**src/rtl/io_bus_arbiter.sv**
```systemverilog
// Round-robin arbiter sharing one classic WISHBONE I/O slave bus between NUM_M masters.
// Optional forced-termination timeout is enabled by defining IO_BUS_ARBITER_TIMEOUT_EN.
module io_bus_arbiter #(
   parameter int NUM_M   = 2,
   parameter int ADR_W   = 8,
   parameter int DAT_W   = 8,
   parameter int TIMEOUT = 15
) (
   input  logic                   clk_i,
   input  logic                   rst_n_i,
   input  logic [NUM_M*ADR_W-1:0] m_adr_i,
   input  logic [NUM_M*DAT_W-1:0] m_dat_i,
   input  logic [NUM_M-1:0]       m_stb_i,
   input  logic [NUM_M-1:0]       m_we_i,
   output logic [DAT_W-1:0]       m_dat_o,
   output logic [NUM_M-1:0]       m_ack_o,
   output logic [ADR_W-1:0]       s_adr_o,
   output logic [DAT_W-1:0]       s_dat_o,
   input  logic [DAT_W-1:0]       s_dat_i,
   output logic                   s_stb_o,
   output logic                   s_we_o,
   input  logic                   s_ack_i,
   output logic [NUM_M-1:0]       gnt_o,
   output logic                   busy_o,
   output logic                   to_err_o
);

   localparam int IDX_W = (NUM_M > 1) ? $clog2(NUM_M) : 1;

   typedef enum logic {
      IDLE  = 1'b0,
      GRANT = 1'b1
   } state_t;

   state_t state, next_state;

   logic [IDX_W-1:0] gnt_idx;
   logic [IDX_W-1:0] last_gnt;
   logic [IDX_W-1:0] win_idx;
   logic [IDX_W-1:0] cand;
   logic             win_found;
   logic             any_req;
   logic             grant_end;
   logic             timeout_hit;

   logic [ADR_W-1:0] adr_arr [NUM_M];
   logic [DAT_W-1:0] dat_arr [NUM_M];

   for (genvar k = 0; k < NUM_M; k++) begin : g_unpack
      assign adr_arr[k] = m_adr_i[k*ADR_W +: ADR_W];
      assign dat_arr[k] = m_dat_i[k*DAT_W +: DAT_W];
   end

   assign any_req = |m_stb_i;
   assign busy_o  = (state == GRANT);

   // Search upward from the master after the last one served, wrapping at NUM_M.
   always_comb begin
      win_idx   = '0;
      win_found = 1'b0;
      cand      = last_gnt;
      for (int i = 0; i < NUM_M; i++) begin
         cand = (cand == IDX_W'(NUM_M - 1)) ? '0 : cand + 1'b1;
         if (!win_found && m_stb_i[cand]) begin
            win_found = 1'b1;
            win_idx   = cand;
         end
      end
   end

`ifdef IO_BUS_ARBITER_TIMEOUT_EN
   localparam int CNT_W = $clog2(TIMEOUT + 1);

   logic [CNT_W-1:0] to_cnt;

   always_ff @(posedge clk_i or negedge rst_n_i) begin
      if (!rst_n_i) begin
         to_cnt <= '0;
      end else if (state == IDLE) begin
         to_cnt <= '0;
      end else if (!s_ack_i) begin
         to_cnt <= to_cnt + 1'b1;
      end
   end

   assign timeout_hit = (state == GRANT) && !s_ack_i && (to_cnt == CNT_W'(TIMEOUT - 1));
`else
   logic unused_timeout;

   assign unused_timeout = (TIMEOUT == 0);
   assign timeout_hit    = 1'b0;
`endif

   assign to_err_o  = timeout_hit;
   assign grant_end = s_ack_i || !m_stb_i[gnt_idx] || timeout_hit;

   always_ff @(posedge clk_i or negedge rst_n_i) begin
      if (!rst_n_i) begin
         state <= IDLE;
      end else begin
         state <= next_state;
      end
   end

   always_comb begin
      next_state = state;
      case (state)
         IDLE:    if (any_req) next_state = GRANT;
         GRANT:   if (grant_end) next_state = IDLE;
         default: next_state = IDLE;
      endcase
   end

   // An aborted grant still advances last_gnt, so a dropping master cannot block rotation.
   always_ff @(posedge clk_i or negedge rst_n_i) begin
      if (!rst_n_i) begin
         gnt_idx  <= '0;
         gnt_o    <= '0;
         last_gnt <= IDX_W'(NUM_M - 1);
      end else if (state == IDLE && any_req) begin
         gnt_idx <= win_idx;
         gnt_o   <= {{(NUM_M-1){1'b0}}, 1'b1} << win_idx;
      end else if (state == GRANT && grant_end) begin
         last_gnt <= gnt_idx;
         gnt_o    <= '0;
      end
   end

   always_comb begin
      s_stb_o = 1'b0;
      s_we_o  = 1'b0;
      s_adr_o = '0;
      s_dat_o = '0;
      m_dat_o = '0;
      m_ack_o = '0;
      if (state == GRANT) begin
         s_adr_o          = adr_arr[gnt_idx];
         s_dat_o          = dat_arr[gnt_idx];
         s_we_o           = m_we_i[gnt_idx];
         s_stb_o          = m_stb_i[gnt_idx] && !timeout_hit;
         m_ack_o[gnt_idx] = s_ack_i || timeout_hit;
         m_dat_o          = (timeout_hit && !s_ack_i) ? '1 : s_dat_i;
      end
   end

endmodule

```
**config.mk**
```make
export PLATFORM = sky130hd
export DESIGN_NAME = io_bus_arbiter
export DESIGN_NICKNAME = d
export VERILOG_FILES = /design/src/rtl/io_bus_arbiter.sv
export SDC_FILE = /design/constraint.sdc
export NUM_CORES = 1
export LEC_CHECK = 0
export ABC_AREA = 0
export BUFFER_PORTS_ARGS = -buffer_cell sky130_fd_sc_hd__buf_2
export CORE_ASPECT_RATIO = 0.9
export CORE_MARGIN = 8
export CORE_UTILIZATION = 32
export CTS_CLUSTER_DIAMETER = 100
export DETAILED_ROUTE_END_ITERATION = 8
export PLACE_DENSITY_LB_ADDON = 0.2
export SYNTH_ARGS = -nofsm -noshare
export SYNTH_HDL_FRONTEND = slang
export SYNTH_SLANG_ARGS = --single-unit
```
**constraint.sdc**
```tcl
create_clock -name clk_i -period 1.48 [get_ports clk_i]
set_input_delay 0.296 -clock clk_i [delete_from_list [all_inputs] [get_ports clk_i]]
set_output_delay 0.296 -clock clk_i [all_outputs]
set_load 0.01 [all_outputs]
```
-- Word-level counts from Yosys, hierarchy flattened
Cells that the tools add are included.
Widths: inputs -> output; s select.
- add/subtract/negate cells: 2
- $mul: 0
- div/mod/pow operators: 0
- magnitude comparators: 5
- equality and inequality tests: 0
- shift operators: 1
- multiplexer cells: 32
- bitwise logic cells: 4
- reduce and logical (&&, ||, !) cells: 10
- operators by type and width (kind ; count):
    $mux 8 ; 9
    $mux 1 ; 18
    $lt 1x2->1 const B ; 3
    $mux 2 ; 3
    $logic_and 1x1->1 ; 4
    $add 1x1->1 const B ; 2
    $and 2x2->2 ; 1
    $ge 2x2->1 const B ; 1
    $logic_not 1->1 ; 2
    $not 1->1 ; 2
    $not 1->2 ; 1
    $pmux 1 s2 ; 1
    $reduce_and 2->1 ; 1
    $reduce_bool 2->1 ; 1
    $reduce_or 2->1 ; 1
    $shl 1x1->2 const A ; 1
    $demux 1 s1 ; 1
    $ge 1x1->1 const B ; 1
    $logic_or 1x1->1 ; 1
- flip-flop bits (word level): 5
- latch bits: 0
- bits in writable memories: 0
- memory bits (read-only): 0
- input bits: 47
- output and inout port bits: 32
- word-level logic and storage cells: 58
- memories: 0

-- Longest topological paths before layout
- depth after elaboration: 10
- gate-level depth with buffers: 5
- gate-level depth less buffers: 3

-- Least setup slack after synthesis
No wires, ideal clock.
- kind: flip-flop to output port
- start point: register state, in the netlist busy_o
- end point: output m_ack_o[0]
- data arrival time: 0.998 ns
- data required time: 1.184 ns
- setup slack: 0.186 ns
- cell stages (with the launch flop): 5
- path buffers: 2
- cells stage by stage: dfrtp_1 buf_2 clkbuf_1 nand2_1 nor2_1
- word-level cells in the longest chain between the ends: 1
- ends and longest elaborated chain (what ; line ; source):
    from (decl) ; 35 ; state_t state, next_state;
    from (signal assigned) ; 101 ; state <= next_state;
    $mux 2 ; 136 ; if (state == GRANT) begin
    to (decl) ; 16 ; output logic [NUM_M-1:0] m_ack_o,
No other way between the ends.

-- Final worst setup path
- start point: register gnt_idx
- end point: output s_stb_o
- word-level cells in the longest chain between the ends: 3
- ends and longest elaborated chain (what ; line ; source):
    from (decl) ; 37 ; logic [IDX_W-1:0] gnt_idx;
    from (signal assigned) ; 121 ; gnt_idx <= win_idx;
    $mux 1 (implied by the code) (2 in series) ; 140 ; s_stb_o = m_stb_i[gnt_idx] && !timeout_hit;
    $mux 1 ; 136 ;
    to (decl) ; 20 ; output logic s_stb_o,
No other way between the ends. The select of a mux whose other input is x is not followed.

==> report_table.html <==
<table>
<tr><th>Metric</th><th>Value</th></tr>
<tr><th colspan="2">Floorplanning</th></tr>
<tr><td>Core area</td><td>1910 µm²</td></tr>
<tr><td>Die span in y</td><td>58.7 µm</td></tr>
<tr><td>Die width</td><td>63.4 µm</td></tr>
<tr><td>Standard-cell rows</td><td>15</td></tr>
<tr><td>IO Pins</td><td>79</td></tr>
<tr><td>Full die area</td><td>3720 µm²</td></tr>
<tr><td>Starting density of the core</td><td>33.8%</td></tr>
<tr><th colspan="2">Layout</th></tr>
<tr><td>Layout overhead on the synthesized area</td><td>82.8%</td></tr>
<tr><td>Ratio of cells with drive above 1 in the final layout</td><td>54.9%</td></tr>
<tr><td>Layout Cells excl Fill</td><td>189</td></tr>
<tr><td>Number of nets in the finished design</td><td>212</td></tr>
<tr><td>Final Instance Area</td><td>1180 µm²</td></tr>
<tr><td>Antenna cell count</td><td>0</td></tr>
<tr><th colspan="2">Worst hold path</th></tr>
<tr><td>Origin of the worst min-delay path</td><td>m_stb_i[1]</td></tr>
<tr><td>HP Class</td><td>in -&gt; reg</td></tr>
<tr><th colspan="2">GRT</th></tr>
<tr><td>Pin count of the biggest net entering global routing</td><td>27</td></tr>
<tr><td>Total track usage</td><td>13.0%</td></tr>
<tr><td>Global-route wire length before repair</td><td>3910 µm</td></tr>
<tr><td>Number of antenna violations at the first check in global routing</td><td>0</td></tr>
<tr><td>Global route overflow</td><td>0</td></tr>
<tr><td>Vias in the first global route</td><td>890</td></tr>
<tr><th colspan="2">Logic synthesis</th></tr>
<tr><td>Proportion of netlist area held by the largest area contributor</td><td>27.9%</td></tr>
<tr><td>Gate count of the mapped netlist</td><td>82</td></tr>
<tr><td>Synth Area per Inst</td><td>7.89 µm²</td></tr>
<tr><td>Ys async rst share</td><td>100%</td></tr>
<tr><td>Top cells by area, synth</td><td>sky130_fd_sc_hd__mux2i_1, sky130_fd_sc_hd__nor2b_1, sky130_fd_sc_hd__dfrtp_1</td></tr>
<tr><td>Post-synth net total</td><td>129</td></tr>
<tr><td>Share of the yosys chip area belonging to registers</td><td>19.5%</td></tr>
<tr><td>Netlist cell types</td><td>22</td></tr>
<tr><td>Commonest cells in the synthesized netlist</td><td>sky130_fd_sc_hd__mux2i_1, sky130_fd_sc_hd__nor2b_1, sky130_fd_sc_hd__and2_1, sky130_fd_sc_hd__nand2_1</td></tr>
<tr><td>Area leader, netlist</td><td>sky130_fd_sc_hd__mux2i_1</td></tr>
<tr><td>Number of synthesis warnings</td><td>0</td></tr>
<tr><td>Leading register cell type out of synthesis</td><td>sky130_fd_sc_hd__dfrtp_1</td></tr>
<tr><td>Summed instance area of the synthesized netlist</td><td>647 µm²</td></tr>
<tr><td>Count of flip-flops with a built-in enable after synthesis</td><td>0</td></tr>
<tr><td>Count of state elements after synthesis</td><td>5</td></tr>
<tr><th colspan="2">Routing</th></tr>
<tr><td>Via/cell ratio</td><td>4.64</td></tr>
<tr><td>DRC</td><td>0</td></tr>
<tr><td>Routed WL</td><td>2510 µm</td></tr>
<tr><td>Count of vias placed by the detailed router</td><td>877</td></tr>
<tr><td>Number of DRC violations after detailed-routing iteration 0</td><td>12</td></tr>
<tr><td>Antenna violation net count after detailed routing</td><td>0</td></tr>
<tr><td>Average wire per standard cell</td><td>13.3 µm</td></tr>
<tr><td>First-pass iteration count of the detailed router</td><td>4</td></tr>
<tr><th colspan="2">Placement</th></tr>
<tr><td>Total placed cells including tap cells</td><td>179</td></tr>
<tr><td>Gp weighted congestion</td><td>0.806</td></tr>
<tr><td>Final HPWL DP</td><td>2040 µm</td></tr>
<tr><td>Placed standard-cell area</td><td>1050 µm²</td></tr>
<tr><td>Port Buffer Count</td><td>77</td></tr>
<tr><th colspan="2">Timing</th></tr>
<tr><td>Final count of negative-setup-slack endpoints</td><td>19</td></tr>
<tr><td>Portion of the clock cycle consumed by the worst path in the final layout</td><td>109%</td></tr>
<tr><td>Final count of hold timing violations</td><td>0</td></tr>
<tr><td>Final critical-path setup slack</td><td>-0.127 ns</td></tr>
<tr><td>RSZ-0062 raised after global routing</td><td>true</td></tr>
<tr><td>Final critical path time including I/O delays and setup</td><td>1.61 ns</td></tr>
<tr><td>Final clock skew</td><td>0.00457 ns</td></tr>
<tr><td>Worst Hold Margin</td><td>0.355 ns</td></tr>
<tr><td>Timing-limited maximum frequency</td><td>622 MHz</td></tr>
<tr><td>Max-slew violation count</td><td>0</td></tr>
<tr><th colspan="2">Setup path</th></tr>
<tr><td>Ordered cell list for the critical path</td><td>buf_6 -&gt; mux2i_4 -&gt; and2b_1 -&gt; buf_2</td></tr>
<tr><td>Data arrival time of the worst path</td><td>1.31 ns</td></tr>
<tr><td>Maximum fanout count along the critical path</td><td>3</td></tr>
<tr><td>Worst setup EP type</td><td>output port</td></tr>
<tr><td>Required time of the critical path</td><td>1.18 ns</td></tr>
<tr><td>Critical Path Slowest Stage Cell</td><td>sky130_fd_sc_hd__dfrtp_1</td></tr>
<tr><td>Register-to-register path setup slack</td><td>0.21 ns</td></tr>
<tr><td>CP Class</td><td>reg -&gt; out</td></tr>
<tr><td>Type of element launching the critical path</td><td>flip-flop</td></tr>
<tr><td>Worst r2r src</td><td>gnt_idx$_DFFE_PN0P_</td></tr>
<tr><td>Critical path's largest stage delay</td><td>0.35 ns</td></tr>
<tr><td>Worst setup path start</td><td>gnt_idx$_DFFE_PN0P_</td></tr>
<tr><th colspan="2">Clocking</th></tr>
<tr><td>Total number of clock tree sinks</td><td>5</td></tr>
<tr><td>Buffer levels on the longest clock path</td><td>2</td></tr>
<tr><td>Number of CTS-inserted buffers</td><td>3</td></tr>
<tr><td>Root buffer cell</td><td>sky130_fd_sc_hd__clkbuf_4</td></tr>
<tr><td>Clock tree from TritonCTS</td><td>built</td></tr>
<tr><td>Number of levels the H-tree was split into</td><td>1</td></tr>
<tr><td>Clock-pin slew on the worst setup and hold paths</td><td>0.04 ns</td></tr>
<tr><td>Skew-Pair Late Insertion Delay</td><td>0.26 ns</td></tr>
<tr><th colspan="2">Pwr</th></tr>
<tr><td>Power consumption</td><td>1.73 mW</td></tr>
<tr><td>Leak</td><td>0.689 nW</td></tr>
<tr><td>Highest ir drop seen on vdd</td><td>0.856 mV</td></tr>
<tr><td>Power Density</td><td>1470 nW/µm²</td></tr>
<tr><th colspan="2">Flow run</th></tr>
<tr><td>Number of maximum-capacitance constraint violations</td><td>0</td></tr>
<tr><th colspan="2">Outcome</th></tr>
<tr><td>Run status</td><td>complete, but fails checks</td></tr>
<tr><td>Violated checks</td><td>negative setup slack</td></tr>
</table>
==> worst max-delay path, delay by kind of cell (launching register included) <==
kind,cells,cell delay (ns)
muxes,1,0.23
buffers and inverters,2,0.29
DFF,1,0.35
and+or+nand+nor,1,0.19
==> state kept, by name (all words and copies together) (netlist names) <==
name	cells
gnt_idx	1
last_gnt	1
busy_o	1
gnt_o	2
==> power by group <==
group	switching, mW	total (mW)	internal (mW)
logic	0.589	1.33	0.739
registers	0.0366	0.235	0.198
clock network	0.0689	0.172	0.103
==> placed cells by master, fill, tap and decap left out <==
cell type	count
sky130_fd_sc_hd__nor2b_1	18
sky130_fd_sc_hd__buf_2	77
sky130_fd_sc_hd__mux2i_4	1
sky130_fd_sc_hd__buf_6	2
sky130_fd_sc_hd__dlygate4sd3_1	1
sky130_fd_sc_hd__mux2i_1	17
sky130_fd_sc_hd__inv_1	1
sky130_fd_sc_hd__a21o_1	1
sky130_fd_sc_hd__dfrtp_1	4
sky130_fd_sc_hd__and2b_1	1
sky130_fd_sc_hd__conb_1	1
sky130_fd_sc_hd__buf_16	2
sky130_fd_sc_hd__buf_12	1
sky130_fd_sc_hd__clkbuf_1	1
sky130_fd_sc_hd__o21ai_0	4
sky130_fd_sc_hd__o22ai_1	2
sky130_fd_sc_hd__clkbuf_4	3
sky130_fd_sc_hd__and2_1	8
sky130_fd_sc_hd__o21a_1	1
sky130_fd_sc_hd__a22oi_1	1
sky130_fd_sc_hd__dfstp_2	1
sky130_fd_sc_hd__and3_1	1
sky130_fd_sc_hd__nand3b_1	1
sky130_fd_sc_hd__or2_1	1
sky130_fd_sc_hd__nand2_1	7
sky130_fd_sc_hd__nor2_1	3
sky130_fd_sc_hd__buf_4	3
==> worst paths after layout <==
path / to / cells past startpoint
max: s_stb_o / 4
min: gnt_idx$_DFFE_PN0P_ / 3
max reg2reg: gnt_o[1]$_DFFE_PN0P_ / 5
min reg2reg: last_gnt$_DFFE_PN1P_ / 1
max in group asynchronous: last_gnt$_DFFE_PN1P_ / 2
min in group asynchronous: gnt_o[1]$_DFFE_PN0P_ / 2
==> cell families after synthesis <==
group,count (synthesis),share of synthesized area (%)
compound gates,9,8.51
buf+inv,9,8.32
flops,5,19.5
mux,18,27.9
other cells,1,0.580
simple gates,40,35.2
==> stage by stage <==
stage               utilization, %  TNS, ns  setup slack [ns]
floorplan                        -        0             0.186
global placement              54.8        0             0.219
detailed placement            54.8        0             0.170
CTS                           60.9    -1.59            -0.105
global route                  61.8    -2.45            -0.159
finish                        61.8    -1.50            -0.127
==> layout make-up <==
| type | instances | area [µm²] |
|---|---|---|
| Clock buffer | 4 | 26.3 |
| Fill cell | 191 | 732 |
| Inverter | 1 | 3.75 |
| Multi-Input combinational cell | 68 | 479 |
| Sequential cell | 5 | 126 |
| Tap cell | 25 | 31.3 |
| Timing Repair Buffer | 86 | 515 |
==> per-layer routing <==
layer	global-route usage (%)	wire (µm)	up-vias
li1	-	-	434
met1	12.7	932	388
met2	22.8	1270	50
met3	5.87	262	5
met4	6.67	46	0
met5	0	0	-
==> timing repair <==
| item | CTS | global route |
|---|---|---|
| resized for setup | 3 | 3 |
| hold buffers | 1 | 0 |
| setup endpoints to repair | 18 | 21 |
| buffers inserted | 3 | 0 |
| endpoints found under the hold margin | 4 | 0 |
| cloned | 2 | 0 |
| pin swaps | 0 | 0 |
Note: power is estimated with default switching activity, not from simulation.
